File: config.mk
export PLATFORM = sky130hd
export DESIGN_NAME = boot_loader
export DESIGN_NICKNAME = d
export VERILOG_FILES = /design/src/rtl/boot_loader_pkg.sv /design/src/rtl/boot_word_packer.sv /design/src/rtl/boot_loader.sv
export SDC_FILE = /design/constraint.sdc
export NUM_CORES = 1
export LEC_CHECK = 0
export CORE_ASPECT_RATIO = 2
export CORE_UTILIZATION = 55
export CTS_BUF_LIST = sky130_fd_sc_hd__clkbuf_16
export CTS_CLUSTER_DIAMETER = 80
export DETAILED_ROUTE_END_ITERATION = 7
export GPL_TIMING_DRIVEN = 1
export HOLD_SLACK_MARGIN = 0.05
export PLACE_DENSITY = 0.8
export SYNTH_ARGS = -nofsm -noshare
export SYNTH_HDL_FRONTEND = slang
export SYNTH_HIERARCHICAL = 1
export SYNTH_SLANG_ARGS = --single-unit
File: constraint.sdc
create_clock -name clk -period 4.8 [get_ports clk]
set_clock_uncertainty 0.15 [all_clocks]
set_input_delay 0.72 -clock clk [delete_from_list [all_inputs] [get_ports clk]]
set_output_delay 0.72 -clock clk [all_outputs]
set_load 0.05 [all_outputs]
File: src/rtl/boot_loader_pkg.sv
// Shared types and constants for the bootloader byte-stream front end.
package boot_loader_pkg;

    localparam int ADDR_W = 8;
    localparam int DATA_W = 32;
    localparam int CNT_W  = 9;

    localparam logic [7:0]       SYNC_BYTE_DEFAULT  = 8'hA5;
    localparam logic [CNT_W-1:0] LEN_ZERO_MEANS_256 = 9'd256;

    typedef enum logic [2:0] {
        ST_IDLE = 3'd0,
        ST_LEN  = 3'd1,
        ST_DATA = 3'd2,
        ST_CSUM = 3'd3,
        ST_DONE = 3'd4,
        ST_ERR  = 3'd5
    } state_e;

    // LEN byte to word count; a zero LEN byte encodes the maximum frame.
    function automatic logic [CNT_W-1:0] len_to_words(input logic [7:0] len);
        return (len == 8'd0) ? LEN_ZERO_MEANS_256 : {1'b0, len};
    endfunction

endpackage

File: src/rtl/boot_word_packer.sv
// Packs payload bytes into little-endian 32-bit words; word_valid_o pulses
// for one cycle, the cycle after the 4th byte, with the full word on word_o.
module boot_word_packer
    import boot_loader_pkg::*;
(
    input  logic              clk,
    input  logic              rst,
    input  logic              clear_i,
    input  logic              byte_valid_i,
    input  logic [7:0]        byte_i,
    output logic              word_valid_o,
    output logic [DATA_W-1:0] word_o
);

    logic [1:0]        lane_q;
    logic [DATA_W-1:0] word_q;
    logic              word_valid_q;

    // Drop each byte into its lane; flag the word once lane 3 is filled.
    always_ff @(posedge clk) begin
        if (rst || clear_i) begin
            lane_q       <= 2'd0;
            word_q       <= '0;
            word_valid_q <= 1'b0;
        end else begin
            word_valid_q <= byte_valid_i && (lane_q == 2'd3);
            if (byte_valid_i) begin
                word_q[{lane_q, 3'b000} +: 8] <= byte_i;
                lane_q                        <= lane_q + 2'd1;
            end
        end
    end

    assign word_valid_o = word_valid_q;
    assign word_o       = word_q;

endmodule

File: src/rtl/boot_loader.sv
// Framed byte stream (SYNC, LEN, 4*N payload, CSUM) to RAM word writes.
//
// state   | meaning
// --------+---------------------------------------------------------
// IDLE    | hunting for the sync byte, everything else discarded
// LEN     | next byte is the word count (0 means 256)
// DATA    | payload bytes; also takes CSUM if it follows the last byte
// CSUM    | waiting for the checksum byte
// DONE    | frame loaded, checksum good; held until restart
// ERR     | checksum bad or timed out; held until restart
module boot_loader
    import boot_loader_pkg::*;
#(
    parameter logic [ADDR_W-1:0] BASE_ADDR      = 8'd0,
    parameter logic [23:0]       TIMEOUT_CYCLES = 24'd12_000_000,
    parameter logic [7:0]        SYNC_BYTE      = SYNC_BYTE_DEFAULT
) (
    input  logic              clk,
    input  logic              rst,
    input  logic              restart,
    input  logic              in_valid,
    input  logic [7:0]        in_data,
    output logic              in_ready,
    output logic              wen,
    output logic [ADDR_W-1:0] waddr,
    output logic [DATA_W-1:0] wdata,
    output logic              busy,
    output logic              done,
    output logic              err,
    output logic [CNT_W-1:0]  word_count
);

    state_e            state_q;
    logic [CNT_W-1:0]  n_q;
    logic [CNT_W-1:0]  wc_q;
    logic [ADDR_W-1:0] waddr_q;
    logic [7:0]        sum_q;
    logic [23:0]       to_q;

    logic accept;
    logic csum_phase;
    logic payload_byte;
    logic timed_out;

    assign in_ready = (state_q != ST_DONE) && (state_q != ST_ERR);
    assign busy     = (state_q == ST_LEN) || (state_q == ST_DATA) || (state_q == ST_CSUM);
    assign done     = (state_q == ST_DONE);
    assign err      = (state_q == ST_ERR);
    assign accept   = in_valid && in_ready;

    // The last word is being written this cycle, so a byte arriving now is
    // already the checksum even though the word counter has not caught up.
    assign csum_phase   = (state_q == ST_DATA) && wen && (wc_q == n_q - 9'd1);
    assign payload_byte = accept && (state_q == ST_DATA) && !csum_phase;
    assign timed_out    = (TIMEOUT_CYCLES != 24'd0) && !accept &&
                          (to_q == TIMEOUT_CYCLES - 24'd1);

    boot_word_packer u_packer (
        .clk          (clk),
        .rst          (rst),
        .clear_i      (accept && (state_q == ST_LEN)),
        .byte_valid_i (payload_byte),
        .byte_i       (in_data),
        .word_valid_o (wen),
        .word_o       (wdata)
    );

    // Frame FSM with checksum, address/word counters and idle timeout.
    always_ff @(posedge clk) begin
        if (rst) begin
            state_q <= ST_IDLE;
            n_q     <= '0;
            wc_q    <= '0;
            waddr_q <= BASE_ADDR;
            sum_q   <= 8'd0;
            to_q    <= 24'd0;
        end else begin
            if (wen) begin
                waddr_q <= waddr_q + 8'd1;
                wc_q    <= wc_q + 9'd1;
            end
            if (busy && !accept) begin
                to_q <= to_q + 24'd1;
            end else begin
                to_q <= 24'd0;
            end
            if (payload_byte) begin
                sum_q <= sum_q + in_data;
            end
            unique case (state_q)
                ST_IDLE: begin
                    if (accept && (in_data == SYNC_BYTE)) state_q <= ST_LEN;
                end
                ST_LEN: begin
                    if (accept) begin
                        n_q     <= len_to_words(in_data);
                        sum_q   <= 8'd0;
                        waddr_q <= BASE_ADDR;
                        wc_q    <= '0;
                        state_q <= ST_DATA;
                    end else if (timed_out) begin
                        state_q <= ST_ERR;
                    end
                end
                ST_DATA: begin
                    if (csum_phase && accept) begin
                        state_q <= (in_data == sum_q) ? ST_DONE : ST_ERR;
                    end else if (timed_out) begin
                        state_q <= ST_ERR;
                    end else if (csum_phase) begin
                        state_q <= ST_CSUM;
                    end
                end
                ST_CSUM: begin
                    if (accept) begin
                        state_q <= (in_data == sum_q) ? ST_DONE : ST_ERR;
                    end else if (timed_out) begin
                        state_q <= ST_ERR;
                    end
                end
                ST_DONE, ST_ERR: begin
                    if (restart) state_q <= ST_IDLE;
                end
                default: state_q <= ST_IDLE;
            endcase
        end
    end

    assign waddr      = waddr_q;
    assign word_count = wc_q;

endmodule

Word-level counts from Yosys, hierarchy flattened
Index checks and enable logic that the tools add are counted.

Bits in registers: 96. Output and inout port bits: 54.

Add/subtract/negate cells: 7. Eq/ne operators: 15. Shifts and indexed selects: 2. Muxes and demuxes: 21. Bitwise operators: 1. Reductions and logical operators: 23.

Operator list (number): $mux W8 (6); $mux W9 (4); $bwmux W32 (1); $shift A8 B7 Y32 const A (1); $shiftx A8 B7 Y32 (1); $add A24 B1 Y24 const B (1); $eq A24 B24 Y1 const B (1); $mux W3 (8); $pmux W3 S5 (1); $logic_and A1 B1 Y1 (12); $add A9 B1 Y9 const B (1); $eq A9 B9 Y1 (1); $sub A9 B1 Y9 const B (1); $add A8 B1 Y8 const B (1); $add A8 B8 Y8 (1); $eq A8 B8 Y1 (1); $eq A8 B8 Y1 const B (1); $logic_not A8 Y1 (1); $neg A5 Y7 (1); $eq A3 B2 Y1 const B (2); $eq A3 B3 Y1 const B (2); $ne A3 B3 Y1 const B (2); $ne A2 B2 Y1 const B (2); $ne A4 B3 Y1 const B (1); 11 further kinds (15).

Depth between registers and ports, before layout
Word-level depth: 8. Depth in mapped cells: 14. Mapped depth without buffers: 10.

Hierarchy
Netlist, hierarchy kept.

Modules (own cells, without submodules): boot_loader (instances 1, cells each 400, area an instance 3372.0 um2, seq. area each 1221.2 um2); boot_word_packer (instances 1, cells each 150, area an instance 1396.3 um2, seq. area each 700.7 um2).

Worst setup path before layout
OpenSTA, ideal clock, no wires.

Kind: register to register. Start: register wc_q[6], in the netlist word_count[6]. End: register u_packer.word_q[16], in the netlist u_packer/word_o[16]. Library setup time: 117 ps. Data arrival time: 2928 ps. Required time: 4533 ps. Slack: 1605 ps. Cell stages (with the launch flop): 14. Period minus slack after synthesis: 3195 ps. Cell sequence: dfxtp_1 -> buf_4 -> nand3b_1 -> a2111oi_2 -> nor2_2 -> a2111oi_4 -> buf_6 -> nor2_4 -> buf_4 -> nor4bb_1 -> buf_4 -> and3_1 -> buf_6 -> a32o_1.

Longest elaborated chain between the ends: 4.

RTL lines: start: declaration (line boot_loader.sv:35) `logic [CNT_W-1:0] wc_q;`; start signal: assignment (line boot_loader.sv:80) `wc_q <= wc_q + 9'd1;`; $eq A9 B9 Y1 (line boot_loader.sv:53) `assign csum_phase = (state_q == ST_DATA) && wen && (wc_q == n_q - 9'd1);`; $logic_and A1 B1 Y1 (line boot_loader.sv:53); $logic_not A1 Y1 (line boot_loader.sv:54) `assign payload_byte = accept && (state_q == ST_DATA) && !csum_phase;`; $logic_and A1 B1 Y1 (line boot_loader.sv:54); net payload_byte (line boot_loader.sv:42) `logic payload_byte;`; end signal: indexed assignment (line boot_word_packer.sv:28) `word_q[{lane_q, 3'b000} +: 8] <= byte_i;`; end: declaration (line boot_word_packer.sv:16) `logic [DATA_W-1:0] word_q;`.

The timed path passes the listed nets, and every way through them passes these cells. A chain may end at the register's enable or synchronous reset.

Final worst setup path
Start: register n_q[0]. End: register u_packer.word_q[22], in the netlist u_packer/word_o[22].

Longest elaborated chain between the ends: 5.

RTL lines: start: declaration (line boot_loader.sv:34) `logic [CNT_W-1:0] n_q;`; start signal: assignment (line boot_loader.sv:96) `n_q <= len_to_words(in_data);`; $sub A9 B1 Y9 (line boot_loader.sv:53); $eq A9 B9 Y1 (line boot_loader.sv:53); $logic_and A1 B1 Y1 (line boot_loader.sv:53); $logic_not A1 Y1 (line boot_loader.sv:54); $logic_and A1 B1 Y1 (line boot_loader.sv:54); net payload_byte (line boot_loader.sv:42).

The timed path passes the listed nets, and every way through them passes these cells.

==> reports/qor.yml <==
grt_setup_unrepaired: "no"
tritoncts: "done"
critical_path_class: "register to register"
netlist_area_sq_mm: 0.004768
fin_nets: 630
mostFrequentLayoutCell: "dfxtp_1"
ys_seq_area_frac: 0.4030
path_max_fanout: 17
synth_top_area_frac: 0.4030
yosys-top-cells-area: "dfxtp_1 40%, xor2_1 6.1%, nand2_1 5.1%"
cts_setup_buffers: 0
grt_pass1_wl_microns: 19200
required_ns: 4.94
clk_pin_slew_ns: 0.07
antenna_found_initial: 0
regArea_sq_mm: 0.001922
h-tree-depth: 3
crit_chain: "inv_1 -> ha_1 -> xnor2_1 -> a22oi_1 -> mux2i_1 -> a2111oi_4 -> nor2_4 -> nor4bb_1 -> and3_1 -> a32o_1"
clock-sinks: 96
synth_warnings: 6
drv_cap: 0
netlist_instances: 550
wl_per_cell_microns: 16.74
slew_viol_final: 0
track_usage: 0.2790
max_stage_delay_ns: 0.96
clk_latency_ns: 0.35
synth_ff_type: "dfxtp_1"
cts-root-buf: "clkbuf_16"
via_count: 4203
crit_path_end_kind: "register"
slew_headroom: 0.2191
die_width_microns: 67.84
outcome: "finished clean"
setup_viol: 0
cpMaxStageDelayCell: "nor4bb_1"
dieArea_sq_mm: 0.009069
synth-seq-cells: 96
synthArstFlopShare: 0
finalHoldViolations: 0
leakagePower_nw: 1.947
grt_pass1_vias: 4167
drive_above_1_share: 0.06436
grt_overflow_total: 0
startpoint_type: "register"
synth.distinct_cells: 66
numCtsBuffers: 9
initial_core_util: 0.5710
synth_top_cell_by_area: "dfxtp_1"
final_cell_mix: "96 x dfxtp_1, 65 x nand2_1, 65 x clkdlybuf4s50_1, 64 x nor2_1, 47 x a21oi_1"
drtAntennaViolNets: 0
worst_pin_slew_ns: 1.156
p_per_area_mw_per_mm2: 278.8
cts_hold_buffers: 0
die-height_microns: 133.7
syn_area_per_cell_sq_um: 8.670
row_count: 47
multi_input_area_sq_mm: 0.002629
period_share: 0.7935
finalSetupTns_ns: 0
coreArea_sq_mm: 0.008351
grt_start_max_net_pins: 29
min_path_type: "register to register"
peakVddDrop_uv: 242.1
fmax_mhz: 262.5
routed_via_density: 5.970
cts_resized: 0
post-route-drc-count: 0
hold_ws_ns: 0.3063
drtIter0Drc: 176
synth_edf_count: 0
firstDrtPassIters: 4
place.gp.congestion: 0.9769
drt_wl_total_microns: 11790
cts.path.max_buffers: 2
syn_to_final_growth_pct: 19.86
cp.arrival_ns: 3.95
fillCellCount: 671
dp_hpwl_microns: 8638
min_period_ns: 3.809
io_pins: 66
antenna_cells: 0
io_buffers: 65
synth_fp_nets: 579
==> worst paths after layout <==
kind	slack, ns	from	end	cells after the start
worst max-delay path	0.99	n_q[0]	u_packer/word_o[22]	10
worst min-delay path	0.31	u_packer/word_o[24]	u_packer/word_o[24]	2
worst max register to register	0.99	n_q[0]	u_packer/word_o[22]	10
worst min register to register	0.31	u_packer/word_o[24]	u_packer/word_o[24]	2
==> power by group <==
group / switching (W) / internal [W]
clock network: 0.000329 / 0.000414
registers: 0.000000612 / 0.000796
logic: 0.0000368 / 0.0000174
total: 0.000366 / 0.00123
==> cell families after synthesis <==
logic type,Yosys count,share of synthesized area
multiplexers,7,0.01548
flip-flops,96,0.4030
adder cells (fa/ha/maj),17,0.04618
AND/OR/NAND/NOR,244,0.2655
buffers and inverters,44,0.04566
XOR/XNOR,52,0.09551
AO/OA/AOI/OAI,90,0.1286
==> layer usage <==
layer	wire length, microns	up-vias	GRT usage
met5	0	-	0
met4	393	0	0.1412
met3	510	36	0.06250
met2	6466	121	0.5116
met1	4416	2000	0.2757
li1	-	2046	-
==> metrics by stage <==
stage | cells | util | setup slack (ns) | cell area [sq um] | power (W)
finish | 704 | 0.6844 | 0.9911 | 5715 | 0.001594
CTS | 704 | 0.6844 | 1.066 | 5715 | 0.001604
global placement | 688 | 0.6474 | 1.093 | 5406 | 0.0008675
floorplan | 550 | - | 1.605 | 4768 | 0.0008422
global route | 704 | 0.6844 | 0.7241 | 5715 | 0.001631
detailed placement | 688 | 0.6474 | 0.9921 | 5406 | 0.0008688
==> layout make-up <==
type,instances,share of cell area
Tap cell,98,0.02145
Multi-Input combinational cell,410,0.4599
Clock buffer,9,0.03940
Timing Repair Buffer,68,0.1178
Sequential cell,96,0.3363
Inverter,16,0.01051
Clock inverter,7,0.01467
==> worst max-delay path, delay by kind of cell, from the launching register on <==
family	cells	cell delay, ns
and+or+nand+nor	3	1.76
AOI/OAI and AO/OA	3	0.49
DFF	1	0.48
muxes	1	0.31
adders and majority gates	1	0.30
xor gates and xnor gates	1	0.17
buffers and inverters	1	0.09
==> sequential cells by signal, indices dropped and copies added (netlist names), named ones only <==
register	cells
waddr	8
n_q	9
word_count	9
to_q	24
u_packer/word_valid_o	1
u_packer/lane_q	2
u_packer/word_o	32
state_q	3
==> synth_stat cells, drive strengths merged (6+ instances only) <==
cell type	number
a21oi	47
nor2	66
xor2	33
buf	11
clkbuf	17
nor3	7
a32o	8
nand4b	8
xnor2	19
ha	16
o21ai	7
nand4	29
and3	11
dfxtp	96
inv	16
o211ai	6
nand2	66
nor4	11
nand3	18
(Power assumes the default switching activity.)
